File: src/rtl/odu_pkg.sv
// Shared definitions for the ODU error injector: error-type bit positions,
// mode encodings, scheduler states and default bus widths.
package odu_pkg;

  localparam int DATA_W_DEF = 384;
  localparam int MFAS_W_DEF = 8;
  localparam int CNT_W_DEF  = 16;

  // Bit positions inside cfg_type
  localparam int TYPE_DATA  = 0;
  localparam int TYPE_VALID = 1;
  localparam int TYPE_FS    = 2;
  localparam int TYPE_RS    = 3;
  localparam int TYPE_MFAS  = 4;

  // cfg_mode encodings
  localparam logic [1:0] MODE_OFF      = 2'b00;
  localparam logic [1:0] MODE_SINGLE   = 2'b01;
  localparam logic [1:0] MODE_PERIODIC = 2'b10;
  localparam logic [1:0] MODE_CONT     = 2'b11;

  typedef enum logic [1:0] {
    ST_IDLE  = 2'd0,
    ST_ARMED = 2'd1,
    ST_WAIT  = 2'd2
  } state_t;

endpackage

File: src/rtl/odu_err_sched.sv
// Injection scheduler: decides on which trigger beat (valid frame start)
// an error is injected, based on the configured mode and frame period.
module odu_err_sched
  import odu_pkg::*;
#(
  parameter int CNT_W = CNT_W_DEF
) (
  input  logic             clk,
  input  logic             rst,
  input  logic             i_valid,
  input  logic             i_fs,
  input  logic [1:0]       cfg_mode,
  input  logic [CNT_W-1:0] cfg_period,
  input  logic             start,
  output logic             inject,
  output logic             busy
);

  state_t           state, state_nxt;
  logic [CNT_W-1:0] frame_cnt, frame_cnt_nxt;
  logic [CNT_W-1:0] reload;
  logic             trigger;

  assign trigger = i_valid & i_fs;
  // A period of 0 behaves like 1, so both reload to 0 (inject every frame).
  assign reload  = (cfg_period == '0) ? '0 : cfg_period - CNT_W'(1);
  assign busy    = (state != ST_IDLE);

  // State and frame-counter registers.
  // NOTE: sequential state uses non-blocking (<=) so every register samples
  // pre-edge values; blocking here would create order-dependent simulation.
  always_ff @(posedge clk or negedge rst) begin
    if (!rst) begin
      state     <= ST_IDLE;
      frame_cnt <= '0;
    end else begin
      state     <= state_nxt;
      frame_cnt <= frame_cnt_nxt;
    end
  end

  // Next-state, counter update and per-beat inject strobe.
  // NOTE: every output of this block gets a default first; a path that left
  // one unassigned would infer a latch.
  always_comb begin
    state_nxt     = state;
    frame_cnt_nxt = frame_cnt;
    inject        = 1'b0;
    if (cfg_mode == MODE_OFF) begin
      state_nxt = ST_IDLE;
    end else begin
      case (state)
        ST_IDLE: begin
          if (start) state_nxt = ST_ARMED;
        end
        ST_ARMED: begin
          if (trigger) begin
            inject = 1'b1;
            case (cfg_mode)
              MODE_SINGLE:   state_nxt = ST_IDLE;
              MODE_PERIODIC: begin
                state_nxt     = ST_WAIT;
                frame_cnt_nxt = reload;
              end
              default:       state_nxt = ST_ARMED;
            endcase
          end
        end
        ST_WAIT: begin
          if (trigger) begin
            if (frame_cnt != '0) begin
              frame_cnt_nxt = frame_cnt - CNT_W'(1);
            end else begin
              inject = 1'b1;
              case (cfg_mode)
                MODE_SINGLE:   state_nxt = ST_IDLE;
                MODE_PERIODIC: frame_cnt_nxt = reload;
                default:       state_nxt = ST_ARMED;
              endcase
            end
          end
        end
        default: state_nxt = ST_IDLE;
      endcase
    end
  end

endmodule

File: src/rtl/odu_err_inject.sv
// ODU error injector: delays the upstream stream by one register stage and,
// on beats chosen by the scheduler, corrupts the enabled fields.
module odu_err_inject
  import odu_pkg::*;
#(
  parameter int DATA_W = DATA_W_DEF,
  parameter int MFAS_W = MFAS_W_DEF,
  parameter int CNT_W  = CNT_W_DEF
) (
  input  logic              clk,
  input  logic              rst,
  input  logic              i_valid,
  input  logic [DATA_W-1:0] i_data,
  input  logic              i_fs,
  input  logic              i_rs,
  input  logic [MFAS_W-1:0] i_mfas,
  input  logic [4:0]        cfg_type,
  input  logic [1:0]        cfg_mode,
  input  logic [CNT_W-1:0]  cfg_period,
  input  logic [DATA_W-1:0] cfg_data_mask,
  input  logic              start,
  input  logic              cnt_clr,
  output logic              o_valid,
  output logic [DATA_W-1:0] o_data,
  output logic              o_fs,
  output logic              o_rs,
  output logic [MFAS_W-1:0] o_mfas,
  output logic              o_inj,
  output logic [CNT_W-1:0]  o_inj_cnt,
  output logic              o_busy
);

  logic              inject;
  logic              valid_nxt, fs_nxt, rs_nxt;
  logic [DATA_W-1:0] data_nxt;
  logic [MFAS_W-1:0] mfas_nxt;

  odu_err_sched #(.CNT_W(CNT_W)) u_sched (
    .clk        (clk),
    .rst        (rst),
    .i_valid    (i_valid),
    .i_fs       (i_fs),
    .cfg_mode   (cfg_mode),
    .cfg_period (cfg_period),
    .start      (start),
    .inject     (inject),
    .busy       (o_busy)
  );

  // Masking datapath: corrupt only the fields whose type bit is enabled.
  always_comb begin
    valid_nxt = i_valid;
    data_nxt  = i_data;
    fs_nxt    = i_fs;
    rs_nxt    = i_rs;
    mfas_nxt  = i_mfas;
    if (inject) begin
      if (cfg_type[TYPE_DATA])  data_nxt  = i_data ^ cfg_data_mask;
      if (cfg_type[TYPE_VALID]) valid_nxt = 1'b0;
      if (cfg_type[TYPE_FS])    fs_nxt    = ~i_fs;
      if (cfg_type[TYPE_RS])    rs_nxt    = ~i_rs;
      if (cfg_type[TYPE_MFAS])  mfas_nxt  = '0;
    end
  end

  // Output stream registers: fixed one-cycle latency on every cycle.
  // NOTE: the wide data register is reset too, so the downstream checker
  // never sees stale bus contents straight after reset.
  always_ff @(posedge clk or negedge rst) begin
    if (!rst) begin
      o_valid <= 1'b0;
      o_data  <= '0;
      o_fs    <= 1'b0;
      o_rs    <= 1'b0;
      o_mfas  <= '0;
      o_inj   <= 1'b0;
    end else begin
      o_valid <= valid_nxt;
      o_data  <= data_nxt;
      o_fs    <= fs_nxt;
      o_rs    <= rs_nxt;
      o_mfas  <= mfas_nxt;
      o_inj   <= inject;
    end
  end

  // Saturating injection counter; a clear coinciding with an injection
  // leaves exactly that one injection counted.
  always_ff @(posedge clk or negedge rst) begin
    if (!rst) begin
      o_inj_cnt <= '0;
    end else if (cnt_clr) begin
      o_inj_cnt <= inject ? CNT_W'(1) : '0;
    end else if (inject && (o_inj_cnt != '1)) begin
      o_inj_cnt <= o_inj_cnt + CNT_W'(1);
    end
  end

endmodule

File: config.mk
export PLATFORM = sky130hd
export DESIGN_NAME = odu_err_inject
export DESIGN_NICKNAME = d
export VERILOG_FILES = /design/src/rtl/odu_pkg.sv /design/src/rtl/odu_err_sched.sv /design/src/rtl/odu_err_inject.sv
export SDC_FILE = /design/constraint.sdc
export NUM_CORES = 1
export LEC_CHECK = 0
export CORE_AREA = 2 2 469 471
export DETAILED_ROUTE_END_ITERATION = 12
export DIE_AREA = 0 0 471 473
export HOLD_SLACK_MARGIN = 0.05
export PLACE_DENSITY = 0.3
export SETUP_SLACK_MARGIN = 0.05
export SLEW_MARGIN = 20
export SYNTH_ARGS = -nofsm -noshare
export SYNTH_HDL_FRONTEND = slang
export SYNTH_SLANG_ARGS = --single-unit
export TNS_END_PERCENT = 30
File: constraint.sdc
create_clock -name clk -period 5.75 [get_ports clk]
set_clock_uncertainty 0.05 [all_clocks]
set_input_delay 0.575 -clock clk [delete_from_list [all_inputs] [get_ports clk]]
set_output_delay 0.575 -clock clk [all_outputs]
set_load 0.05 [all_outputs]
## Word-level counts from Yosys, hierarchy flattened

Index checks and enable logic that the tools add are counted.

| word-level totals | value |
|---|---|
| memories | 0 |
| bits in latches | 0 |
| output and inout port bits | 413 |
| input bits | 806 |
| bits in writable memories | 0 |
| flip-flop bits (word level) | 430 |
| ROM bits | 0 |

| cells by class | value |
|---|---|
| multiply operators | 0 |
| bitwise logic cells | 5 |
| $add $sub $neg | 3 |
| equality and inequality tests | 12 |
| shift-type cells | 0 |
| reduce and logical (&&, ||, !) cells | 10 |
| div/mod/pow operators | 0 |
| $lt $le $gt $ge | 0 |
| mux-type cells | 32 |

Operator list:

| cell | number |
|---|---|
| 2-to-1 mux 384 bit | 2 |
| bitwise XOR 384 bit | 1 |
| 2-to-1 mux 16 bit | 7 |
| one-hot mux 16 bit (2 select lines) | 1 |
| subtractor 16 x 1 -> 16 bit, second input constant | 2 |
| adder 16 x 1 -> 16 bit, second input constant | 1 |
| zero test 16 bit | 1 |
| 2-to-1 mux 8 bit | 2 |
| inequality test 16 bit, second input constant | 1 |
| nonzero test 16 bit | 1 |
| 2-to-1 mux 1 bit | 11 |
| 2-to-1 mux 2 bit | 5 |
| inequality test 3 x 2 -> 1 bit, second input constant | 3 |
| one-hot mux 2 bit (2 select lines) | 2 |
| inequality test 3 x 1 -> 1 bit, second input constant | 2 |
| one-hot mux 2 bit (3 select lines) | 1 |
| nonzero test 2 bit | 3 |
| AND reduction 5 bit | 1 |
| equality test 2 x 1 -> 1 bit, second input constant | 2 |
| equality test 2 bit, second input constant | 2 |
| zero test 2 bit | 2 |
| inequality test 2 x 1 -> 1 bit, second input constant | 2 |
| AND reduction 4 bit | 1 |
| NOT 1 bit | 3 |
| other kinds (3) | 3 |

## Longest topological paths before layout

Gate-level depths: netlist of run 1.

| logic depth | value |
|---|---|
| depth after elaboration | 8 |
| depth in mapped cells | 10 |
| gate-level depth less buffers | 7 |

## Hierarchy

A second synthesis of run 1 with hierarchy kept.

| second synthesis, totals | value |
|---|---|
| cell total of the unflattened synthesis | 1510 |
| area total of the unflattened synthesis | 17633.2 um^2 |

By module, submodules not included:

| module | area each (um^2) | sequential area each (um^2) | cells each | instances |
|---|---|---|---|---|
| odu_err_inject | 15939.0 | 10309.9 | 1319 | 1 |
| odu_err_sched | 1694.1 | 450.4 | 191 | 1 |

## Worst setup path before layout of run 1

OpenSTA, ideal clock, no wires.

| timing | value |
|---|---|
| kind | register -> register |
| start | register u_sched.frame_cnt[0] |
| end | register o_data[323] |
| cell stages (with the launch flop) | 11 |
| data required time | 5.578 ns |
| path slack | 2.985 ns |
| arrival | 2.593 ns |
| path through | dfrtp_1 inv_1 ha_1 or4b_2 o41a_1 buf_2 nor3b_4 buf_2 buf_2 nand2_1 xnor2_1 |

| between the ends | value |
|---|---|
| cells in the longest elaborated chain, start to end | 6 |

RTL lines:

| element | RTL line | RTL |
|---|---|---|
| start: declaration | odu_err_sched.sv:20 | `logic [CNT_W-1:0] frame_cnt, frame_cnt_nxt;` |
| start signal: assignment | odu_err_sched.sv:38 | `frame_cnt <= frame_cnt_nxt;` |
| nonzero test 16 bit | odu_err_sched.sv:71 | `if (frame_cnt != '0) begin` |
| 2-to-1 mux 1 bit | odu_err_sched.sv:71 |  |
| 2-to-1 mux 1 bit | odu_err_sched.sv:70 | `if (trigger) begin` |
| one-hot mux 1 bit (2 select lines) | odu_err_sched.sv:52 | `case (state)` |
| 2-to-1 mux 1 bit | odu_err_sched.sv:49 | `if (cfg_mode == MODE_OFF) begin` |
| 2-to-1 mux 384 bit | odu_err_inject.sv:57 | `if (inject) begin` |
| net data_nxt[323] | odu_err_inject.sv:35 | `logic [DATA_W-1:0] data_nxt;` |
| end signal: assignment | odu_err_inject.sv:79 | `o_data <= data_nxt;` |
| end: declaration | odu_err_inject.sv:24 | `output logic [DATA_W-1:0] o_data,` |

The timed path passes the listed nets, and every way through them passes these cells.
A chain may end at the register's enable or synchronous reset.

## Final worst setup path of run 1

| timing | value |
|---|---|
| start | register u_sched.frame_cnt[0] |
| end | register o_data[59] |

Same word-level chain as after synthesis.

==> results by group, run 1 <==
Yosys
  – Post-synth top area cell: dfrtp_1
  – Synthesis Warnings: 0
  – Top FF cell, synth: dfrtp_1
  – Post-synth EDFFs: 0
  – Top post-synthesis cells by area: dfrtp_1 61%, xnor2_1 20%, nand2_1 8.6%
  – Synth Register Bits: 430
  – Synth Area per Inst: 11.62 sq um
  – Synth Instances: 1,517
  – Syn nets: around 2,300
  – Post-synthesis sequential area ratio: 0.6106
  – Post-synth ARST share: 1.000
  – Top cell type's share of synthesized area: 0.6106
  – Distinct cells, synth: 55
  – Post-Syn Area: 17,620 sq um

Placed design
  – Port bufs: 1,218
  – Worst slack, placed: 1.723 ns
  – GPL Wtd Cong: approximately 0.8
  – Hpwl dp: 126,800 microns
  – Placed Area: 33,310 sq um

Power and ir drop
  – Pleak: around 0.013 uW
  – Int Pwr: 7068 uW
  – Peak supply drop: 0.2064 mV
  – Final Power: 10,460 uW
  – Reg power frac: 0.327
  – Switching Share: 0.3240
  – Sw Pwr: 3389 uW
  – Combinational Power Share: 0.230
  – Power per cell area: roughly 290 nW/um^2
  – Clock power frac: 0.443

Clock network
  – TritonCTS buffer count: 69
  – Clk sink count: 430
  – Number of post-CTS setup repair buffers: 0
  – Latest clock arrival within the worst-skew pair: 0.67 ns
  – Worst-path clk slew: 0.07 ns
  – TritonCTS clock tree: yes
  – Max H-tree Level: 3
  – Clk root buf: clkbuf_16
  – Clk buf depth: 3

Final layout
  – Fin area: 35,750 sq um
  – Most common cell after layout, fill and taps aside: clkdlybuf4s50_1
  – Syn-to-layout area delta: 102.9%
  – Fill count: 24,507
  – Fin nets: 3,587
  – Commonest non-fill, non-tap cells in the layout: 1,217 x clkdlybuf4s50_1, 430 x dfrtp_1, 405 x nand2_1
  – Ratio of cells with drive above 1 in the final layout: 0.04851

STA
  – Total negative setup slack: 0 ns
  – Max-slew violation count: 0
  – Slew @ Worst Pin: 1.117 ns
  – Unrepaired setup endpoints after global routing: false
  – Final worst setup slack: approximately 1.7 ns
  – Final setup viols: 0
  – Min Tclk post-route: 4.053 ns
  – Fmax: approximately 250 MHz
  – Final Hold Fails: 0
  – Fin crit share: 0.7048
  – Slew HR: 0.2527

Floorplan
  – Die width: 471 microns
  – Row count: 172
  – Io pins: about 1,200
  – Core area: 218,200 sq um
  – Die Ht: 473 microns
  – Die area: 222,800 sq um
  – Initial core utilization: 0.08076

Worst setup path
  – Arrival time worst endpoint: 4.55 ns
  – Worst Setup End Kind: flip-flop
  – Setup CP Type: reg2reg
  – Crit Path Max Fanout: between 100 and 150
  – WP data required: 6.24 ns
  – Startpoint class of the critical path: flip-flop

Global route
  – Total GRT Usage: 0.1324
  – GRT Residual Overflow: 0
  – Global-route wire length before repair: 192,200 microns
  – Largest net degree at the start of global routing: 117
  – Vias in the first global route: 17,898
  – Initial antenna violation count: 25

Routing
  – Final WL: 150,900 microns
  – First-pass DRT Iterations: 5
  – Final ANT Viol Nets: 0
  – WL/cell: 26.47 microns
  – Vias post-DR: 16,066
  – Via-to-Cell Ratio: about 2.8
  – Drt first-iter violations: 696
  – # DRC: 0

Outcome
  – Status: complete, no violations

Flow run
  – Max-Cap Viols: 0

Worst hold path
  – Worst min path class: in2reg
==> registers in the layout (all words and copies together) (netlist names), 2 cells and up <==
| register | count |
|---|---|
| o_mfas | 8 |
| u_sched.frame_cnt | 16 |
| o_inj_cnt | 16 |
| u_sched.state | 2 |
| o_data | 384 |
==> path summary, 6_finish.rpt <==
| check | cells after the start | slack [ns] | startpoint | end |
|---|---|---|---|---|
| worst min register to register | 1 | 0.52 | u_sched.frame_cnt[13] | u_sched.frame_cnt[13] |
| worst min-delay path | 3 | 0.40 | cfg_data_mask[110] | o_data[110] |
| worst max-delay path | 10 | 1.70 | u_sched.frame_cnt[0] | o_data[59] |
| worst max register to register | 10 | 1.70 | u_sched.frame_cnt[0] | o_data[59] |
| min in group asynchronous | 2 | 0.48 | rst | o_data[331] |
| max in group asynchronous | 3 | 3.76 | rst | u_sched.frame_cnt[11] |
==> cells in the mapped netlist, types with 2 or more instances <==
cell	n
ha_1	12
a22oi_1	2
o221ai_1	3
buf_4	30
nor4b_1	2
a21oi_1	15
a21boi_0	2
xnor2_1	394
and2_1	9
or4_1	9
or3_1	10
and4_1	4
o41a_1	2
clkbuf_1	11
a2bb2oi_1	2
o21ai_0	22
buf_2	14
a211o_1	2
mux2_2	2
a221o_1	2
nand4_1	11
nand2_1	405
o211ai_1	2
nand3_1	9
inv_1	12
nor2_1	29
a22o_1	2
mux2i_1	7
o31ai_1	3
nor3_1	11
nor4_1	13
dfrtp_1	430
xor2_1	10
nor3b_1	3
==> layer usage <==
layer | GRT usage | part of all wire | vias up
met5 | 0 | 0.00040 | -
met4 | 0.02779 | 0.018 | 10
met3 | 0.05675 | 0.096 | 117
met2 | 0.2403 | 0.51 | 831
met1 | 0.1413 | 0.37 | 7771
li1 | - | - | 7337
==> layout make-up <==
| type | count | area, sq um | share of cell area |
|---|---|---|---|
| flip-flops and latches | 430 | 10760 | 0.3010 |
| clock buffers | 96 | 1969 | 0.05509 |
| inverters | 12 | 45.04 | 0.001260 |
| well taps | 2871 | 3592 | 0.1005 |
| repair buffers | 1237 | 12430 | 0.3477 |
| multi-input cells | 1019 | 6489 | 0.1815 |
| clock inverters | 30 | 450.4 | 0.01260 |
| diodes | 6 | 15.01 | 0.0004200 |
==> worst max-delay path: stages, from the launching register on <==
cell	delay (ns)
dfrtp_1	0.41
inv_1	0.15
ha_1	0.16
or4b_2	0.67
o41a_1	0.55
nor3b_4	0.46
buf_12	0.17
buf_12	0.28
buf_4	0.50
nand2_1	0.12
xnor2_1	0.15
==> what timing repair did <==
item	4_1_cts	5_1_grt
resized for setup	0	0
hold buffers	1	0
endpoints found under the hold margin	75	0
==> stage by stage <==
step             util  std cells  hold WS [ns]
2_1_floorplan       -       1517        0.2294
3_3_place_gp   0.1526       5568        0.4952
3_5_place_dp   0.1526       5568        0.4907
4_1_cts        0.1638       5695        0.3053
5_1_grt        0.1638       5697        0.3392
6_report       0.1638       5701        0.4002
==> power groups by stage <==
| stage | Combinational (uW) | Sequential [uW] | Clock [uW] |
|---|---|---|---|
| after global routing | 2550 | 3450 | 4990 |
| after CTS | 2490 | 3430 | 4880 |
| after detailed placement | 2470 | 3470 | 0 |
| after floorplan | 405 | 4010 | 0 |
| final | 2400 | 3420 | 4630 |
| after global placement | 2490 | 3480 | 0 |
==> cells by family after synthesis <==
family / Yosys count / share of synthesized area
buf+inv: 68 / 0.02187
fa+ha+maj: 12 / 0.008519
compound gates: 71 / 0.02741
mux: 9 / 0.005254
flops: 430 / 0.6106
xor+xnor: 404 / 0.2008
simple gates: 523 / 0.1256
Power figures use the tool's default switching activity.
==> inputs of run 2 (changes only) <==
Clock period 5.75 ns to 3.5 ns, I/O delays scaled along.
==> run 2 against run 1 <==
Net effect:
- combinational power grew 67%
- critical path depth shrank 2
- critical path type unchanged
- sequential share of layout area is essentially flat
- flip-flop and latch count is the same
- count of clock-buffer cells in the layout shrank 7
- die area is the same
==> results by group, run 2 (synthesized netlist as in run 1, its figures left out) <==
Worst setup path
  – CP max-delay cell: or4b_2
  – Arrival time worst endpoint: 3.80 ns
  – Worst Setup End Kind: flip-flop
  – FF-to-FF setup slack: 0.24 ns
  – WP data required: 4.05 ns
  – Crit Path Max Fanout: 12
  – CP cell instances: inv_1, ha_1, or4b_2, o41a_1, buf_4, or3b_1, or4_1, a21oi_1
  – Setup CP Type: reg2reg
  – Slowest Stage Delay on Critical Path: 0.65 ns
  – Startpoint class of the critical path: flip-flop

Floorplan
  – Die area: between 200,000 and 250,000 sq um
  – Die Ht: 473 microns
  – Row count: around 170
  – Die width: 471 microns
  – Initial core utilization: 0.08076
  – Io pins: 1,219
  – Core area: 218,200 sq um

STA
  – Slew HR: 0.2307
  – Min Tclk post-route: approximately 3.3 ns
  – Slew @ Worst Pin: 1.150 ns
  – Fin crit share: 0.9302
  – Final setup viols: 0
  – Worst hold slack: 0.1681 ns
  – Max-slew violation count: 0
  – Final Hold Fails: 0
  – Total negative setup slack: 0 ns
  – Fmax: just over 300 MHz
  – Unrepaired setup endpoints after global routing: false

Clock network
  – Max H-tree Level: 2
  – Clk sink count: 430
  – Latest clock arrival within the worst-skew pair: roughly 0.69 ns
  – Clk buf depth: 3
  – TritonCTS clock tree: yes
  – TritonCTS buffer count: 59
  – Clk root buf: clkbuf_16
  – Worst-path clk slew: approximately 0.06 ns

Global route
  – Total GRT Usage: 0.1321
  – Vias in the first global route: 17,811
  – Initial antenna violation count: 20
  – Global-route wire length before repair: 190,900 microns
  – Largest net degree at the start of global routing: 62
  – GRT Residual Overflow: 0

Final layout
  – Largest register FFs: 384
  – Syn-to-layout area delta: 102.6%
  – Top reg by flops: o_data
  – Fin nets: between 3,000 and 4,000
  – Commonest non-fill, non-tap cells in the layout: 1,195 x clkdlybuf4s50_1, 430 x dfrtp_1, 405 x nand2_1
  – Ratio of cells with drive above 1 in the final layout: 0.06953
  – Fill count: approximately 25,000
  – Most common cell after layout, fill and taps aside: clkdlybuf4s50_1
  – Fin cells: 5,739
  – Largest regs: o_data: 384 flops, o_inj_cnt: 16 flops, u_sched.frame_cnt: 16 flops

Power and ir drop
  – Pleak: 0.01291 uW
  – Peak supply drop: 0.4090 mV
  – Final Power: about 16,000 uW
  – Power per cell area: approximately 450 nW/um^2

Routing
  – Drt first-iter violations: 632
  – WL/cell: 26.48 microns
  – # DRC: 0
  – Final ANT Viol Nets: 0
  – Vias post-DR: 15,941
  – First-pass DRT Iterations: 4
  – Final WL: about 150,000 microns
  – Via-to-Cell Ratio: 2.778

Placed design
  – Hpwl dp: 129,900 microns
  – Placed instance count: 5,622
  – GPL Wtd Cong: 0.8362
  – Port bufs: 1,218

Outcome
  – Status: complete, no violations

Flow run
  – Max-Cap Viols: 0

Worst hold path
  – Worst min path class: in2reg
## run 2: cell count changes in the layout (fill, tap and decap cells not counted), sizes merged
cell           change
clkdlybuf4s50     -22
bufinv             -6
inv                -2
buf               +77
clkbuf             -7
clkinv             +1
clkinvlp           -3
## run 2: power breakdown
part / switching (uW) / total (uW) / leakage [uW] / internal, uW
combinational: 2310 / 4000 / 0.00688 / 1690
sequential: 300 / 5640 / 0.00506 / 5340
clock: 2630 / 6250 / 0.000968 / 3620
total: 5250 / 15900 / 0.0129 / 10600
## run 2: what timing repair did
item                                    4_1_cts  5_1_grt
endpoints found under the hold margin        57        0
resized for setup                             1        3
pin swaps                                     0        1
hold buffers                                  1        0
setup buffers                                 0        1
endpoints found under the setup margin        3       34
## run 2: path summary, 6_finish.rpt
path / startpoint / endpoint / cells past startpoint
setup / recovery: u_sched.frame_cnt[0] / o_inj_cnt[15] / 8
hold / removal: i_mfas[0] / o_mfas[0] / 2
setup reg to reg: u_sched.frame_cnt[0] / o_inj_cnt[15] / 8
hold reg to reg: u_sched.frame_cnt[1] / u_sched.frame_cnt[1] / 2
max in group asynchronous: rst / o_mfas[6] / 3
min in group asynchronous: rst / o_data[299] / 2
## run 2: metrics by stage
step	area (sq um)	util	setup WS, ns
after detailed placement	33710	0.1545	0.09242
after CTS	35660	0.1634	0.04828
after global routing	35700	0.1636	0.05398
after floorplan	17620	-	0.7349
final	35710	0.1636	0.2443
after global placement	33710	0.1545	0.08662
## run 2: layout make-up
class	instances	area (sq um)	share of cell area
repair buffers	1292	12850	0.3599
diodes	6	15.01	0.0004205
flip-flops and latches	430	10760	0.3013
clock inverters	20	209.0	0.005852
clock buffers	89	1729	0.04843
multi-input cells	1019	6507	0.1822
inverters	12	45.04	0.001261
well taps	2871	3592	0.1006
## run 2: layer usage
layer,GRT usage,share of wire,vias up
met4,0.04065,0.030,18
met1,0.1354,0.36,7603
li1,-,-,7414
met3,0.06652,0.11,121
met5,0,0.00083,-
met2,0.2334,0.50,785
## run 2: worst max-delay path, delay by kind of cell, from the launching register on
kind	cells	cell delay [ns]
flops	1	0.42
compound gates	2	0.54
buf+inv	2	0.33
simple gates	3	1.68
fa+ha+maj	1	0.16
==> inputs of run 3 (changes only) <==
--- a/config.mk
+++ b/config.mk
@@ -9,6 +9,7 @@
 export DETAILED_ROUTE_END_ITERATION = 12
 export DIE_AREA = 0 0 471 473
+export GPL_ROUTABILITY_DRIVEN = 0
 export HOLD_SLACK_MARGIN = 0.05
-export PLACE_DENSITY = 0.3
+export PLACE_DENSITY_LB_ADDON = 0.3
 export SETUP_SLACK_MARGIN = 0.05
 export SLEW_MARGIN = 20
==> constraint.sdc (replaced) <==
create_clock -name clk -period 3.5 [get_ports clk]
set_clock_uncertainty 0.05 [all_clocks]
set_input_delay 0.875 -clock clk [delete_from_list [all_inputs] [get_ports clk]]
set_output_delay 0.875 -clock clk [all_outputs]
set_load 0.05 [all_outputs]
==> run 3 against run 2 <==
Net effect:
- fmax shrank 1.6%
- global-route usage increased by 0.64 points
- design area rose by 0.49%
- total power hardly changed
- critical path depth increased by 2
- worst setup slack worse by 0.052 ns
- critical path type unchanged
==> results by group, run 3 (synthesized netlist as in run 1, its figures left out) <==
Routing
  – Via-to-Cell Ratio: 2.873
  – WL/cell: between 20 and 30 microns
  – First-pass DRT Iterations: 5
  – Final WL: 159,000 microns
  – Vias post-DR: 16,628
  – # DRC: 0
  – Final ANT Viol Nets: 0
  – Drt first-iter violations: 586

Final layout
  – Largest regs: o_data: 384 flops, o_inj_cnt: 16 flops, u_sched.frame_cnt: 16 flops
  – Commonest non-fill, non-tap cells in the layout: 1,132 x clkdlybuf4s50_1, 430 x dfrtp_1, 405 x nand2_1
  – Top reg by flops: o_data
  – Fin nets: 3,675
  – Ratio of cells with drive above 1 in the final layout: 0.1064
  – Syn-to-layout area delta: 103.6%
  – Fin area: about 36,000 sq um
  – Multi-input logic area: between 6000 and 7000 sq um
  – Fill count: 24,385
  – Largest register FFs: 384
  – Fin cells: 5,787
  – Most common cell after layout, fill and taps aside: clkdlybuf4s50_1
  – Sequential cell area: 10,760 sq um

Worst setup path
  – Setup CP Type: reg2reg
  – Startpoint class of the critical path: flip-flop
  – Arrival time worst endpoint: 3.83 ns
  – Crit Path Max Fanout: 50
  – WP data required: 4.03 ns
  – Worst Setup End Kind: flip-flop

Flow run
  – Max-Cap Viols: 0

Floorplan
  – Io pins: 1,219
  – Initial core utilization: 0.08076
  – Die Ht: 473 microns
  – Die width: 471 microns
  – Core area: 218,200 sq um
  – Row count: 172
  – Die area: roughly 220,000 sq um

Global route
  – Global-route wire length before repair: 198,300 microns
  – Vias in the first global route: 18,166
  – Largest net degree at the start of global routing: 70
  – Total GRT Usage: 0.1386
  – Initial antenna violation count: 65
  – GRT Residual Overflow: 0

Power and ir drop
  – Power per cell area: around 440 nW/um^2
  – Reg power frac: 0.353
  – Clock power frac: 0.391
  – Int Pwr: 10,600 uW
  – Combinational Power Share: 0.256
  – Switching Share: 0.3331
  – Final Power: around 16,000 uW
  – Pleak: 0.01316 uW
  – Peak supply drop: 0.4016 mV
  – Sw Pwr: roughly 5300 uW

STA
  – Final Hold Fails: 0
  – Fin crit share: 0.9452
  – Slew HR: 0.3392
  – Max-slew violation count: 0
  – Slew @ Worst Pin: 0.9881 ns
  – Worst hold slack: approximately 0.5 ns
  – Fmax: around 300 MHz
  – Min Tclk post-route: 3.308 ns
  – Final setup viols: 0
  – Total negative setup slack: 0 ns
  – Unrepaired setup endpoints after global routing: true

Clock network
  – Worst-path clk slew: 0.06 ns
  – TritonCTS buffer count: 59
  – Clk sink count: 430
  – Clk root buf: clkbuf_16
  – Latest clock arrival within the worst-skew pair: between 0.6 and 0.7 ns
  – TritonCTS clock tree: yes
  – Number of post-CTS setup repair buffers: 0
  – Max H-tree Level: 2
  – Clk buf depth: 3

Outcome
  – Status: complete, no violations

Placed design
  – Placed instance count: about 5,700
  – Hpwl dp: 138,800 microns
  – Port bufs: 1,218
  – Placed Area: 33,870 sq um

Worst hold path
  – Worst min path class: reg2reg
==> run 3: cell count changes in the layout (fill, tap and decap cells not counted) <==
cell             before   now
buf_6                 0     1
buf_12               12    10
clkinvlp_4            0     5
clkinv_4              0     1
bufinv_16             3     4
buf_4                83   189
inv_6                 1     3
clkbuf_8             14     8
clkinv_2             14    15
clkdlybuf4s50_1    1195  1132
clkbuf_1             16    10
buf_16                0     1
diode_2               6    13
==> run 3: power groups by stage <==
stage | combinational [uW] | clock [uW] | sequential [uW]
CTS | 4190 | 6540 | 5610
global placement | 4170 | 0 | 5690
global route | 4330 | 6670 | 5660
detailed placement | 4160 | 0 | 5690
floorplan | 666 | 0 | 6590
finish | 4070 | 6220 | 5600
==> run 3: routing by layer <==
metal | vias up | track usage | part of all wire
met5 | - | 0 | 0.0015
met2 | 926 | 0.2399 | 0.49
met4 | 34 | 0.03115 | 0.022
li1 | 7519 | - | -
met1 | 7953 | 0.1381 | 0.35
met3 | 196 | 0.08939 | 0.14
==> run 3: final cells by class <==
| type | count | share of cell area |
|---|---|---|
| antenna | 13 | 0.0009066 |
| timing repair buffer | 1335 | 0.3627 |
| sequential | 430 | 0.2999 |
| clock buffer | 77 | 0.04526 |
| inverter | 12 | 0.001255 |
| clock inverter | 30 | 0.008578 |
| multi-input combinational | 1019 | 0.1814 |
| tap | 2871 | 0.1001 |
==> run 3: what timing repair did <==
action / CTS / global route
hold endpoints to repair: 6 / 0
gates cloned: 0 / 0
hold buffers: 1 / 0
pin swaps: 1 / 0
gates resized for setup: 1 / 5
setup endpoints to repair: 5 / 46
==> run 3: path summary, 6_finish.rpt <==
check	from	to	slack, ns	depth (start not counted)
max	u_sched.frame_cnt[1]	o_data[298]	0.19	10
min	u_sched.frame_cnt[1]	u_sched.frame_cnt[1]	0.50	2
max reg2reg	u_sched.frame_cnt[1]	o_data[298]	0.19	10
min reg2reg	u_sched.frame_cnt[1]	u_sched.frame_cnt[1]	0.50	2
max in group asynchronous	rst	o_inj_cnt[10]	1.83	3
min in group asynchronous	rst	o_data[1]	0.71	2
==> run 3: through the flow <==
stage	setup WS, ns	util
CTS	0.07171	0.1641
global route	0.005304	0.1644
floorplan	0.7349	-
global placement	-0.3774	0.1552
detailed placement	-0.3861	0.1552
finish	0.1920	0.1644
==> run 3: worst max-delay path, cell delays in order (launching register included) <==
cell and delay [ns]:
dfrtp_1 0.40, inv_1 0.12, ha_1 0.15, or4b_2 0.67
o41a_1 0.42, nor3b_4 0.36, buf_12 0.19, buf_12 0.18
buf_16 0.27, nand2_1 0.12, xnor2_1 0.13
